`src/rtl/leb128_reader.sv`:
```
// LEB128 immediate reader: fetches one ROM byte per cycle and decodes a signed
// or unsigned WebAssembly LEB128 integer, reporting value, length and next PC.
module leb128_reader #(
  parameter int unsigned AW = 4,
  parameter int unsigned W  = 32
) (
  input  logic          clk,
  input  logic          reset,
  input  logic          start_i,
  input  logic [AW-1:0] pc_in_i,
  input  logic          signed_mode_i,
  output logic [AW-1:0] rom_addr_o,
  output logic [3:0]    rom_extra_o,
  input  logic [7:0]    rom_data_i,
  input  logic          rom_error_i,
  output logic          busy_o,
  output logic          done_o,
  output logic          error_o,
  output logic [W-1:0]  value_o,
  output logic [3:0]    len_o,
  output logic [AW-1:0] next_pc_o
);

  localparam int unsigned MAXLEN = (W + 6) / 7;
  // Payload bits actually used in the final permitted byte.
  localparam int unsigned USED   = W - 7 * (MAXLEN - 1);
  localparam int unsigned SHW    = 7;
  localparam int unsigned LW     = 4;

  typedef enum logic [1:0] {IDLE, WAIT, DECODE} state_t;

  state_t          state_q, state_d;
  logic [AW-1:0]   pc_q, pc_d;
  logic            sgn_q, sgn_d;
  logic [W-1:0]    acc_q, acc_d;
  logic [LW-1:0]   idx_q, idx_d;
  logic [AW-1:0]   rom_addr_q, rom_addr_d;
  logic            busy_q, busy_d;
  logic            done_q, done_d;
  logic            error_q, error_d;
  logic [W-1:0]    value_q, value_d;
  logic [LW-1:0]   len_q, len_d;
  logic [AW-1:0]   next_pc_q, next_pc_d;

  logic [SHW-1:0]  shamt;
  logic [SHW-1:0]  end_shamt;
  logic [W-1:0]    acc_new;
  logic [W-1:0]    fill;
  logic            last;
  logic            unused_bad;
  logic            finish;
  logic            fail;

  // State and result registers.
  always_ff @(posedge clk) begin
    if (reset) begin
      state_q    <= IDLE;
      pc_q       <= '0;
      sgn_q      <= 1'b0;
      acc_q      <= '0;
      idx_q      <= '0;
      rom_addr_q <= '0;
      busy_q     <= 1'b0;
      done_q     <= 1'b0;
      error_q    <= 1'b0;
      value_q    <= '0;
      len_q      <= '0;
      next_pc_q  <= '0;
    end else begin
      state_q    <= state_d;
      pc_q       <= pc_d;
      sgn_q      <= sgn_d;
      acc_q      <= acc_d;
      idx_q      <= idx_d;
      rom_addr_q <= rom_addr_d;
      busy_q     <= busy_d;
      done_q     <= done_d;
      error_q    <= error_d;
      value_q    <= value_d;
      len_q      <= len_d;
      next_pc_q  <= next_pc_d;
    end
  end

  // Next-state, accumulation and termination/error classification.
  always_comb begin
    state_d    = state_q;
    pc_d       = pc_q;
    sgn_d      = sgn_q;
    acc_d      = acc_q;
    idx_d      = idx_q;
    rom_addr_d = rom_addr_q;
    done_d     = 1'b0;
    error_d    = 1'b0;
    value_d    = value_q;
    len_d      = len_q;
    next_pc_d  = next_pc_q;

    shamt      = SHW'(idx_q) * SHW'(7);
    end_shamt  = shamt + SHW'(7);
    acc_new    = acc_q | (W'(rom_data_i[6:0]) << shamt);
    // Shifts of W or more yield zero, so no sign fill once the value is full.
    fill       = {W{1'b1}} << end_shamt;
    last       = (idx_q == LW'(MAXLEN - 1));
    unused_bad = sgn_q ? !((&rom_data_i[6:USED-1]) || !(|rom_data_i[6:USED-1]))
                       : (|rom_data_i[6:USED]);
    finish     = rom_error_i || !rom_data_i[7] || last;
    fail       = rom_error_i || rom_data_i[7] || (last && unused_bad);

    unique case (state_q)
      IDLE: begin
        if (start_i && !done_q) begin
          pc_d       = pc_in_i;
          sgn_d      = signed_mode_i;
          rom_addr_d = pc_in_i;
          acc_d      = '0;
          idx_d      = '0;
          state_d    = WAIT;
        end
      end
      WAIT: begin
        rom_addr_d = rom_addr_q + AW'(1);
        state_d    = DECODE;
      end
      DECODE: begin
        rom_addr_d = rom_addr_q + AW'(1);
        acc_d      = acc_new;
        idx_d      = idx_q + LW'(1);
        if (finish) begin
          state_d   = IDLE;
          done_d    = 1'b1;
          len_d     = idx_q + LW'(1);
          next_pc_d = pc_q + AW'(idx_q + LW'(1));
          if (fail) begin
            error_d = 1'b1;
            value_d = '0;
          end else begin
            value_d = acc_new | ((sgn_q && rom_data_i[6]) ? fill : '0);
          end
        end
      end
      default: state_d = IDLE;
    endcase

    busy_d = (state_d != IDLE) || done_d;
  end

  assign rom_addr_o  = rom_addr_q;
  assign rom_extra_o = 4'd0;
  assign busy_o      = busy_q;
  assign done_o      = done_q;
  assign error_o     = error_q;
  assign value_o     = value_q;
  assign len_o       = len_q;
  assign next_pc_o   = next_pc_q;

endmodule

```
`config.mk`:
```
export PLATFORM = sky130hd
export DESIGN_NAME = leb128_reader
export DESIGN_NICKNAME = d
export VERILOG_FILES = /design/src/rtl/leb128_reader.sv
export SDC_FILE = /design/constraint.sdc
export NUM_CORES = 1
export LEC_CHECK = 0
export CAP_MARGIN = 5
export CORE_ASPECT_RATIO = 1.4
export CORE_MARGIN = 5
export CORE_UTILIZATION = 59
export DETAILED_ROUTE_END_ITERATION = 16
export PLACE_DENSITY = 0.86
export SLEW_MARGIN = 20
export SYNTH_ARGS = -nofsm -noshare
export SYNTH_HDL_FRONTEND = slang
export SYNTH_SLANG_ARGS = --single-unit
```
`constraint.sdc`:
```
create_clock -name clk -period 10.6 [get_ports clk]
set_input_delay 1.06 -clock clk [delete_from_list [all_inputs] [get_ports clk]]
set_output_delay 1.06 -clock clk [all_outputs]
set_load 0.01 [all_outputs]
```
# [After elaboration in Yosys (flattened, before gate mapping)]
# Index checks and enable logic that the tools add are counted.
[op_classes] add_sub_neg=4 multipliers=1 eq_ne=4 n_shift=2 muxes=15 n_bitwise=4 n_reduce_logical=26
[ops] cell="$mux 32" n=3
[ops] cell="$or 32x32->32" n=2
[ops] cell="$pmux 32 s2" n=1
[ops] cell="$shl 32x7->32 const A" n=1
[ops] cell="$shl 7x7->32" n=1
[ops] cell="$pmux 4 s2" n=2
[ops] cell="$add 4x1->4 const B" n=2
[ops] cell="$mux 4" n=2
[ops] cell="$reduce_and 2->1" n=4
[ops] cell="$add 7x3->7 const B" n=1
[ops] cell="$mul 4x3->7 const B" n=1
[ops] cell="$logic_or 1x1->1" n=6
[ops] cell="$pmux 2 s3" n=1
[ops] cell="$reduce_bool 2->1" n=3
[ops] cell="$reduce_or 3->1" n=2
[ops] cell="$add 4x4->4" n=1
[ops] cell="$eq 4x3->1 const B" n=1
[ops] cell="$logic_not 1->1" n=4
[ops] cell="$mux 1" n=4
[ops] cell="$mux 2" n=2
[ops] cell="$reduce_and 4->1" n=1
[ops] cell="$reduce_or 4->1" n=1
[ops] cell="$logic_and 1x1->1" n=3
[ops] cell="$eq 2x1->1 const B" n=1
[ops] cell="5 further kinds" n=6
[word_totals] register_bits=90 inputBits=17 output_inout_bits=51 elab_cells=68

# [Longest topological paths before layout]
# Gate-level depths: netlist of run 1.
[depth] ltp_word=8 depth_mapped=15 mapped_depth_nobuf=12

# [Least setup slack after synthesis of run 1]
# No wires, ideal clock.
[synth_path] path_type="flip-flop to flip-flop" start="register idx_q[1]" end="register value_q[7] (netlist: value_o[7])" setup_ns=0.127 arrival_time_ns=3.310 required_time_ns=10.473 setup_slack_ns=7.162 path_stages_with_launch=15 path_buffers=3 synth_period_minus_slack_ns=3.438 path_cell_list="dfxtp_1 -> clkbuf_2 -> inv_1 -> ha_1 -> clkbuf_1 -> xnor2_1 -> xnor2_1 -> ha_1 -> a211o_1 -> and3_1 -> nor2_2 -> nor2_1 -> buf_4 -> a221oi_1 -> o21ai_1"
[synth_via] elab_chain_cells=6 elab_cells_between_ends=13 cone_classes="1 x add/sub; 1 x mul; 1 x eq/ne; 2 x shift; 2 x mux; 2 x bitwise; 4 x reduce/logical"
[synth_rtl] element="from (decl)" line="36" text="logic [LW-1:0] idx_q, idx_d;"
[synth_rtl] element="from (signal assigned)" line="74" text="idx_q <= idx_d;"
[synth_rtl] element="$mul 4x3->7" line="99" text="shamt = SHW'(idx_q) * SHW'(7);"
[synth_rtl] element="$add 7x3->7" line="100" text="end_shamt = shamt + SHW'(7);"
[synth_rtl] element="$shl 32x7->32" line="103" text="fill = {W{1'b1}} << end_shamt;"
[synth_rtl] element="$mux 32" line="138" text="value_d = acc_new | ((sgn_q && rom_data_i[6]) ? fill : '0);"
[synth_rtl] element="$or 32x32->32" line="138"
[synth_rtl] element="$mux 32" line="134" text="if (fail) begin"
[synth_rtl] element="to (signal assigned)" line="79" text="value_q <= value_d;"
[synth_rtl] element="to (decl)" line="41" text="logic [W-1:0] value_q, value_d;"
# Parallel ways exist; a longest one is shown, timed or not.
# A chain may end at the register's enable or synchronous reset.

# [Final worst setup path of run 1]
[layout_path] start="register idx_q[0]" end="register value_q[9] (netlist: value_o[9])"
[layout_via] elab_chain_cells=6 elab_cells_between_ends=13 cone_classes="1 x add/sub; 1 x mul; 1 x eq/ne; 2 x shift; 2 x mux; 2 x bitwise; 4 x reduce/logical"
[layout_rtl] element="$mul 4x3->7" line="99"
[layout_rtl] element="$add 7x3->7" line="100"
[layout_rtl] element="via end_shamt[0]" line="46" text="logic [SHW-1:0] end_shamt;"
[layout_rtl] element="$shl 32x7->32" line="103"
[layout_rtl] element="$mux 32" line="138"
[layout_rtl] element="$or 32x32->32" line="138"
[layout_rtl] element="$mux 32" line="134"
# The timed path passes the listed nets, and every way through them passes these cells.

==> flow_summary.yaml, run 1 <==
hold_path:
  hold_depth: 2
  whs_endpoint: "value_o[12]$_SDFFE_PP0P_"
  min_path_type: "flip-flop to flip-flop"
  hold_start: "value_o[12]$_SDFFE_PP0P_"
sta:
  tightest_slew_ns: 1.146
  rsz0062_at_grt: "false"
  fin_worst_skew_ns: 0.01302
  finalCritPeriodShare_pct: 42.78
  min_period_ns: 4.535
  max_freq_mhz: 220.5
  relSlewSlack_pct: 22.91
  slew_viol_final: 0
  fin_ws_ns: 6.065
  hold_viol: 0
  whs_ns: 0.4551
  fin_setup_tns_ns: 0
  finalSetupViolCount: 0
logic_synthesis:
  synth.distinct_cells: 68
  synthFlopType: "dfxtp_1"
  synth.avg_cell_area_um2: 8.033
  synth-simple-area-share_pct: 20.56
  async_flop_share_pct: 0
  synth_xor_area_share_pct: 1.501
  yosysSeqAreaShare_pct: 38.61
  syn_inst: 581
  ys_ff_latch: 90
  netlist_area_mm2: 0.004667
  synth-adder-area-share_pct: 7.614
  synth-compound-area-share_pct: 25.66
  yosysWarnings: 0
  muxShareOfSynthArea_pct: 0.6434
  synth_edf_count: 0
  synth_top_family_by_area: "compound AO/OA/AOI/OAI gates"
clock_tree:
  cts.hold.buffers_added: 0
  cts.htree.levels: 3
  clkLatencyLatePin_ns: 0.37
  clkTransAtPathRegs_ns: 0.09
  cts_root_buffer: "clkbuf_8"
  cts_buffers: 9
  clkSinkCount: 90
  cts_resized: 0
  cts_tree: "built"
  cts.path.max_buffers: 2
  postCtsSetupBuffers: 0
setup_path:
  cp.arrival_ns: 4.76
  critPathKind: "flip-flop to flip-flop"
  worst_ep_required_time_ns: 10.83
  rr_endpoint: "value_o[9]$_SDFFE_PP0P_"
  reg2regPathDepth: 11
  endpoint_kind: "flip-flop"
  startpoint_type: "flip-flop"
  rr_startpoint: "idx_q[0]$_SDFFE_PP0P_"
  reg2reg_slack_ns: 6.07
  cp_max_fo: 16
grt:
  grt_pass1_wl_um: 22740
  grt_max_degree: 46
  overflow: 0
  grt_pass1_vias: 4475
  grt_usage_pct: 29.54
  antenna_found_initial: 0
status:
  status: "complete, no violations"
route:
  final_antenna_net_count: 0
  vias: 4573
  m1WireLength_um: 5283
  wire_per_inst_um: 19.69
  avgViaCountPerCell: 6.282
  drc: 0
  highest_layer: "met4"
  wl_met2_um: 7063
  wl_met3_um: 1078
  routed_wl_um: 14330
  drtIter0Drc: 365
  drt_pass1_iterations: 5
floorplan:
  rows: 38
  die_area_mm2: 0.009814
  initial_core_util_pct: 60.22
  die_y_um: 115.2
  core-area_mm2: 0.007750
  die_w_um: 85.17
  io_pins: 68
place:
  io_buffers: 63
  hpwl_um: 10550
  place.gp.congestion: 1.074
  preCtsSetupSlack_ns: 6.108
  dpl_cell_area_mm2: 0.005286
cells_and_area:
  n_antenna_cell: 0
  final_common_cell: "a21oi_1"
  final_area_mm2: 0.005510
  final_nets: 666
  mostFrequentLayoutCells: "a21oi_1, dfxtp_1, nor2_1"
  area.growth.synth_to_final_pct: 18.07
  drive_above_1_share_pct: 7.166
  fin_util_pct: 71.10
pwr:
  p_per_area_mw_per_mm2: 132.8
  leakage_nw: 2.133
  peakVddDrop_mv: 0.1131
job:
  cap_violations: 0
-- cells by family after synthesis --
group                      count (synthesis)
muxes                                      3
AOI/OAI and AO/OA                        192
DFF                                       90
adders and majority gates                 26
and+or+nand+nor                          204
xor gates and xnor gates                   8
other                                      1
buffers and inverters                     57
-- worst max-delay path, cell delays in order, from the launching register on --
cell and delay [ns]:
dfxtp_1 0.69, inv_1 0.32, ha_1 0.54, xnor2_1 0.43
xnor2_1 0.21, ha_1 0.28, a211o_1 0.33, and3_1 0.23
a211oi_2 0.74, nor2_2 0.14, a311oi_1 0.39, a2111oi_2 0.10
-- worst max-delay path by stage --
stage	from	to	slack, ns
3_5_place_dp	idx_q[0]$_SDFFE_PP0P_	value_o[9]$_SDFFE_PP0P_	6.11
4_1_cts	idx_q[0]$_SDFFE_PP0P_	value_o[9]$_SDFFE_PP0P_	6.10
3_3_place_gp	idx_q[0]$_SDFFE_PP0P_	value_o[9]$_SDFFE_PP0P_	6.35
5_1_grt	idx_q[0]$_SDFFE_PP0P_	value_o[17]$_SDFFE_PP0P_	5.72
2_1_floorplan	idx_q[1]$_SDFFE_PP0P_	value_o[7]$_SDFFE_PP0P_	7.16
6_report	idx_q[0]$_SDFFE_PP0P_	value_o[9]$_SDFFE_PP0P_	6.07
-- power breakdown --
part	total, mW	internal [mW]	switching (mW)	leakage [nW]
logic	0.118	0.0439	0.0738	1.30
clock network	0.255	0.135	0.120	0.108
registers	0.359	0.349	0.00971	0.728
total	0.732	0.528	0.204	2.13
-- registers in the layout (all words and copies together), names as in the netlist --
register and count:
busy_o 1, acc_q 32, idx_q 4, state_q 2, pc_q 4, done_o 1, rom_addr_o 4, next_pc_o 4
error_o 1, len_o 4, sgn_q 1, value_o 32
-- cell usage after synthesis, types with 3 or more instances --
cell type / count / area [µm²]
a21o_1: 8 / 60.06
nand2_1: 57 / 214.0
a21oi_1: 98 / 490.5
o21ai_0: 14 / 70.07
a31oi_1: 9 / 56.30
buf_4: 6 / 45.04
inv_1: 19 / 71.32
clkbuf_1: 24 / 90.09
and2_0: 3 / 18.77
a211oi_1: 8 / 60.06
nor3_1: 5 / 25.02
and3_1: 4 / 25.02
o22ai_1: 3 / 18.77
mux2i_1: 3 / 30.03
fa_1: 4 / 80.08
dfxtp_1: 90 / 1802
a22oi_1: 5 / 37.54
buf_2: 3 / 15.01
a221oi_1: 7 / 61.31
ha_1: 22 / 275.3
nand3_1: 17 / 85.08
or2_2: 5 / 31.28
and2_1: 4 / 25.02
nor2_2: 3 / 18.77
xnor2_1: 6 / 52.55
nor4_2: 3 / 37.54
nor2_1: 84 / 315.3
o21ai_1: 10 / 50.05
buf_1: 3 / 11.26
-- through the flow --
step	power (mW)	instances
CTS	0.7328	728
global route	0.7611	728
detailed placement	0.4820	712
finish	0.7319	728
floorplan	0.4387	584
global placement	0.4786	712
-- metal layers --
layer	vias up	GRT usage [%]
met5	-	0
met4	0	21.86
met3	58	4.875
met2	264	49.95
met1	2120	33.18
li1	2131	-
-- final cells by class --
| class | instances | area [µm²] |
|---|---|---|
| sequential | 90 | 1802 |
| clock buffer | 13 | 178.9 |
| fill | 654 | 2240 |
| timing repair buffer | 66 | 653.1 |
| multi-input combinational | 437 | 2635 |
| inverter | 19 | 71.32 |
| tap | 100 | 125.1 |
| clock inverter | 3 | 45.04 |
Power figures use the tool's default switching activity.
==> run 2: changes to the inputs <==
--- a/config.mk
+++ b/config.mk
@@ -8,9 +8,9 @@
 export CAP_MARGIN = 5
 export CORE_ASPECT_RATIO = 1.4
 export CORE_MARGIN = 5
-export CORE_UTILIZATION = 59
+export CORE_UTILIZATION = 49
 export DETAILED_ROUTE_END_ITERATION = 16
-export PLACE_DENSITY = 0.86
+export PLACE_DENSITY = 0.76
 export SLEW_MARGIN = 20
 export SYNTH_ARGS = -nofsm -noshare
 export SYNTH_HDL_FRONTEND = slang
==> constraint.sdc (replaced) <==
create_clock -name clk -period 3.7 [get_ports clk]
set_input_delay 0.37 -clock clk [delete_from_list [all_inputs] [get_ports clk]]
set_output_delay 0.37 -clock clk [all_outputs]
set_load 0.01 [all_outputs]
==> run 2 against run 1 <==
  * Sequential power increased to 2.9 times the previous value
  * Largest cell class unchanged
  * Critical endpoint is now value_o[0]$_SDFFE_PP0P_
  * Clock skew is 0.0049 ns lower
  * Highest routed layer unchanged
  * Design area up 4.0%
  * Via count rose by 1.2%
  * Critical path type unchanged
  * Global-route usage down 4.6 points
==> flow_summary.yaml, run 2 (synthesis gave the netlist of run 1 again) <==
status:
  status: "complete, no violations"
route:
  drc: 0
  vias: 4627
  final_antenna_net_count: 0
  wire_per_inst_um: 19.05
  drt_pass1_iterations: 5
  avgViaCountPerCell: 6.153
  drtIter0Drc: 350
  routed_wl_um: 14330
sta:
  max_freq_mhz: 291.3
  relSlewSlack_pct: 28.78
  hold_viol: 0
  fin_worst_skew_ns: 0.008119
  fin_setup_tns_ns: 0
  finalSetupViolCount: 0
  finalCritPeriodShare_pct: 92.78
  min_period_ns: 3.433
  tightest_slew_ns: 1.057
  whs_ns: 0.4522
  rsz0062_at_grt: "false"
  slew_viol_final: 0
clock_tree:
  cts.htree.levels: 3
  cts.path.max_buffers: 2
  clkSinkCount: 90
  cts.hold.buffers_added: 0
  cts_resized: 0
  cts_tree: "built"
  clkLatencyLatePin_ns: 0.34
  cts_buffers: 9
  postCtsSetupBuffers: 0
  clkTransAtPathRegs_ns: 0.06
  cts_root_buffer: "clkbuf_16"
pwr:
  power_frac_clock_pct: 41.8
  p_per_area_mw_per_mm2: 410.3
  power_frac_comb_pct: 14.5
  p_sw_mw: 0.6200
  peakVddDrop_mv: 0.3262
  switching_share_pct: 26.37
  leakage_nw: 2.248
  pwr-share-seq_pct: 43.7
  internal_power_mw: 1.731
floorplan:
  rows: 42
  die_area_mm2: 0.01160
  io_pins: 68
  die_w_um: 92.48
  die_y_um: 125.5
  core-area_mm2: 0.009407
  initial_core_util_pct: 49.61
grt:
  antenna_found_initial: 0
  grt_max_degree: 45
  grt_pass1_wl_um: 22690
  grt_pass1_vias: 4501
  overflow: 0
  grt_usage_pct: 24.96
cells_and_area:
  fin_util_pct: 60.92
  final_common_cell: "a21oi_1"
  area.growth.synth_to_final_pct: 22.79
  final_area_mm2: 0.005731
  mostFrequentLayoutCells: "a21oi_1, dfxtp_1, nor2_1"
  drive_above_1_share_pct: 9.034
  stdcell_count: 752
  final_nets: 680
  nFillCells: 844
  n_antenna_cell: 0
setup_path:
  startpoint_type: "flip-flop"
  reg2reg_slack_ns: 0.27
  cp.arrival_ns: 3.65
  cp_max_fo: 7
  critPathKind: "flip-flop to flip-flop"
  rr_endpoint: "value_o[0]$_SDFFE_PP0P_"
  crit_start: "idx_q[3]$_SDFFE_PP0P_"
  worstSetupEndpoint: "value_o[0]$_SDFFE_PP0P_"
  reg2regPathDepth: 11
  rr_startpoint: "idx_q[3]$_SDFFE_PP0P_"
  endpoint_kind: "flip-flop"
  worst_ep_required_time_ns: 3.92
place:
  dpl_cell_area_mm2: 0.005404
  io_buffers: 63
  place_inst: 736
  hpwl_um: 10580
  place.gp.congestion: 1.019
hold_path:
  min_path_type: "flip-flop to flip-flop"
job:
  cap_violations: 0
## run 2: cell types whose count changed in the layout (fill, tap and decap cells not counted)
cell        change
clkinvlp_4      -1
clkbuf_8       -13
bufinv_16       +1
clkbuf_16       +9
clkbuf_1        +2
buf_4          +14
clkinv_4        +1
nor4_2          +1
nor4_1          -1
inv_8           +1
## run 2: area by class of cell
cell class / count / area (µm²) / share of cell area [%]
tap: 110 / 137.6 / 2.402
clock buffer: 11 / 232.7 / 4.061
clock inverter: 5 / 87.58 / 1.528
inverter: 19 / 71.32 / 1.245
sequential: 90 / 1802 / 31.44
multi-input combinational: 437 / 2641 / 46.09
timing repair buffer: 80 / 758.2 / 13.23
## run 2: worst min-delay path by stage
stage | from | endpoint | slack [ns] | cells after the start
after detailed placement | value_o[4]$_SDFFE_PP0P_ | value_o[4]$_SDFFE_PP0P_ | 0.45 | 2
final | value_o[7]$_SDFFE_PP0P_ | value_o[7]$_SDFFE_PP0P_ | 0.45 | 2
after CTS | value_o[7]$_SDFFE_PP0P_ | value_o[7]$_SDFFE_PP0P_ | 0.46 | 2
after floorplan | acc_q[0]$_SDFFE_PP0P_ | acc_q[0]$_SDFFE_PP0P_ | 0.44 | 2
after global routing | value_o[7]$_SDFFE_PP0P_ | value_o[7]$_SDFFE_PP0P_ | 0.49 | 2
after global placement | value_o[11]$_SDFFE_PP0P_ | value_o[11]$_SDFFE_PP0P_ | 0.44 | 2
## run 2: power by group through the flow
stage | clock network (mW) | registers, mW | logic [mW]
after floorplan | 0 | 1.05 | 0.206
after global placement | 0 | 1.05 | 0.329
after global routing | 1.05 | 1.03 | 0.373
after CTS | 0.992 | 1.03 | 0.339
final | 0.984 | 1.03 | 0.340
after detailed placement | 0 | 1.05 | 0.336
## run 2: per-layer routing
layer,GRT usage [%],routed length [µm],part of all wire (%),up-vias
met2,43.03,7062,49,218
met1,27.17,5475,38,2196
li1,-,-,-,2162
met5,0,0,0,-
met3,5.769,942,6.6,51
met4,15.75,847,5.9,0
## run 2: worst max-delay path, stage by stage, from the launching register on
cell      delay, ns
dfxtp_1        0.33
inv_1          0.13
fa_1           0.50
inv_1          0.04
ha_1           0.27
ha_1           0.33
or2_2          0.33
and3_1         0.24
o22ai_1        0.59
nor2_1         0.15
a221oi_1       0.29
o21ai_0        0.11
## run 2: stage by stage
stage / setup WS [ns] / total power, mW
3_3_place_gp: 0.4003 / 1.376
2_1_floorplan: 0.2623 / 1.257
5_1_grt: 0.03836 / 2.449
3_5_place_dp: 0.3297 / 1.385
6_report: 0.2672 / 2.351
4_1_cts: 0.3038 / 2.358
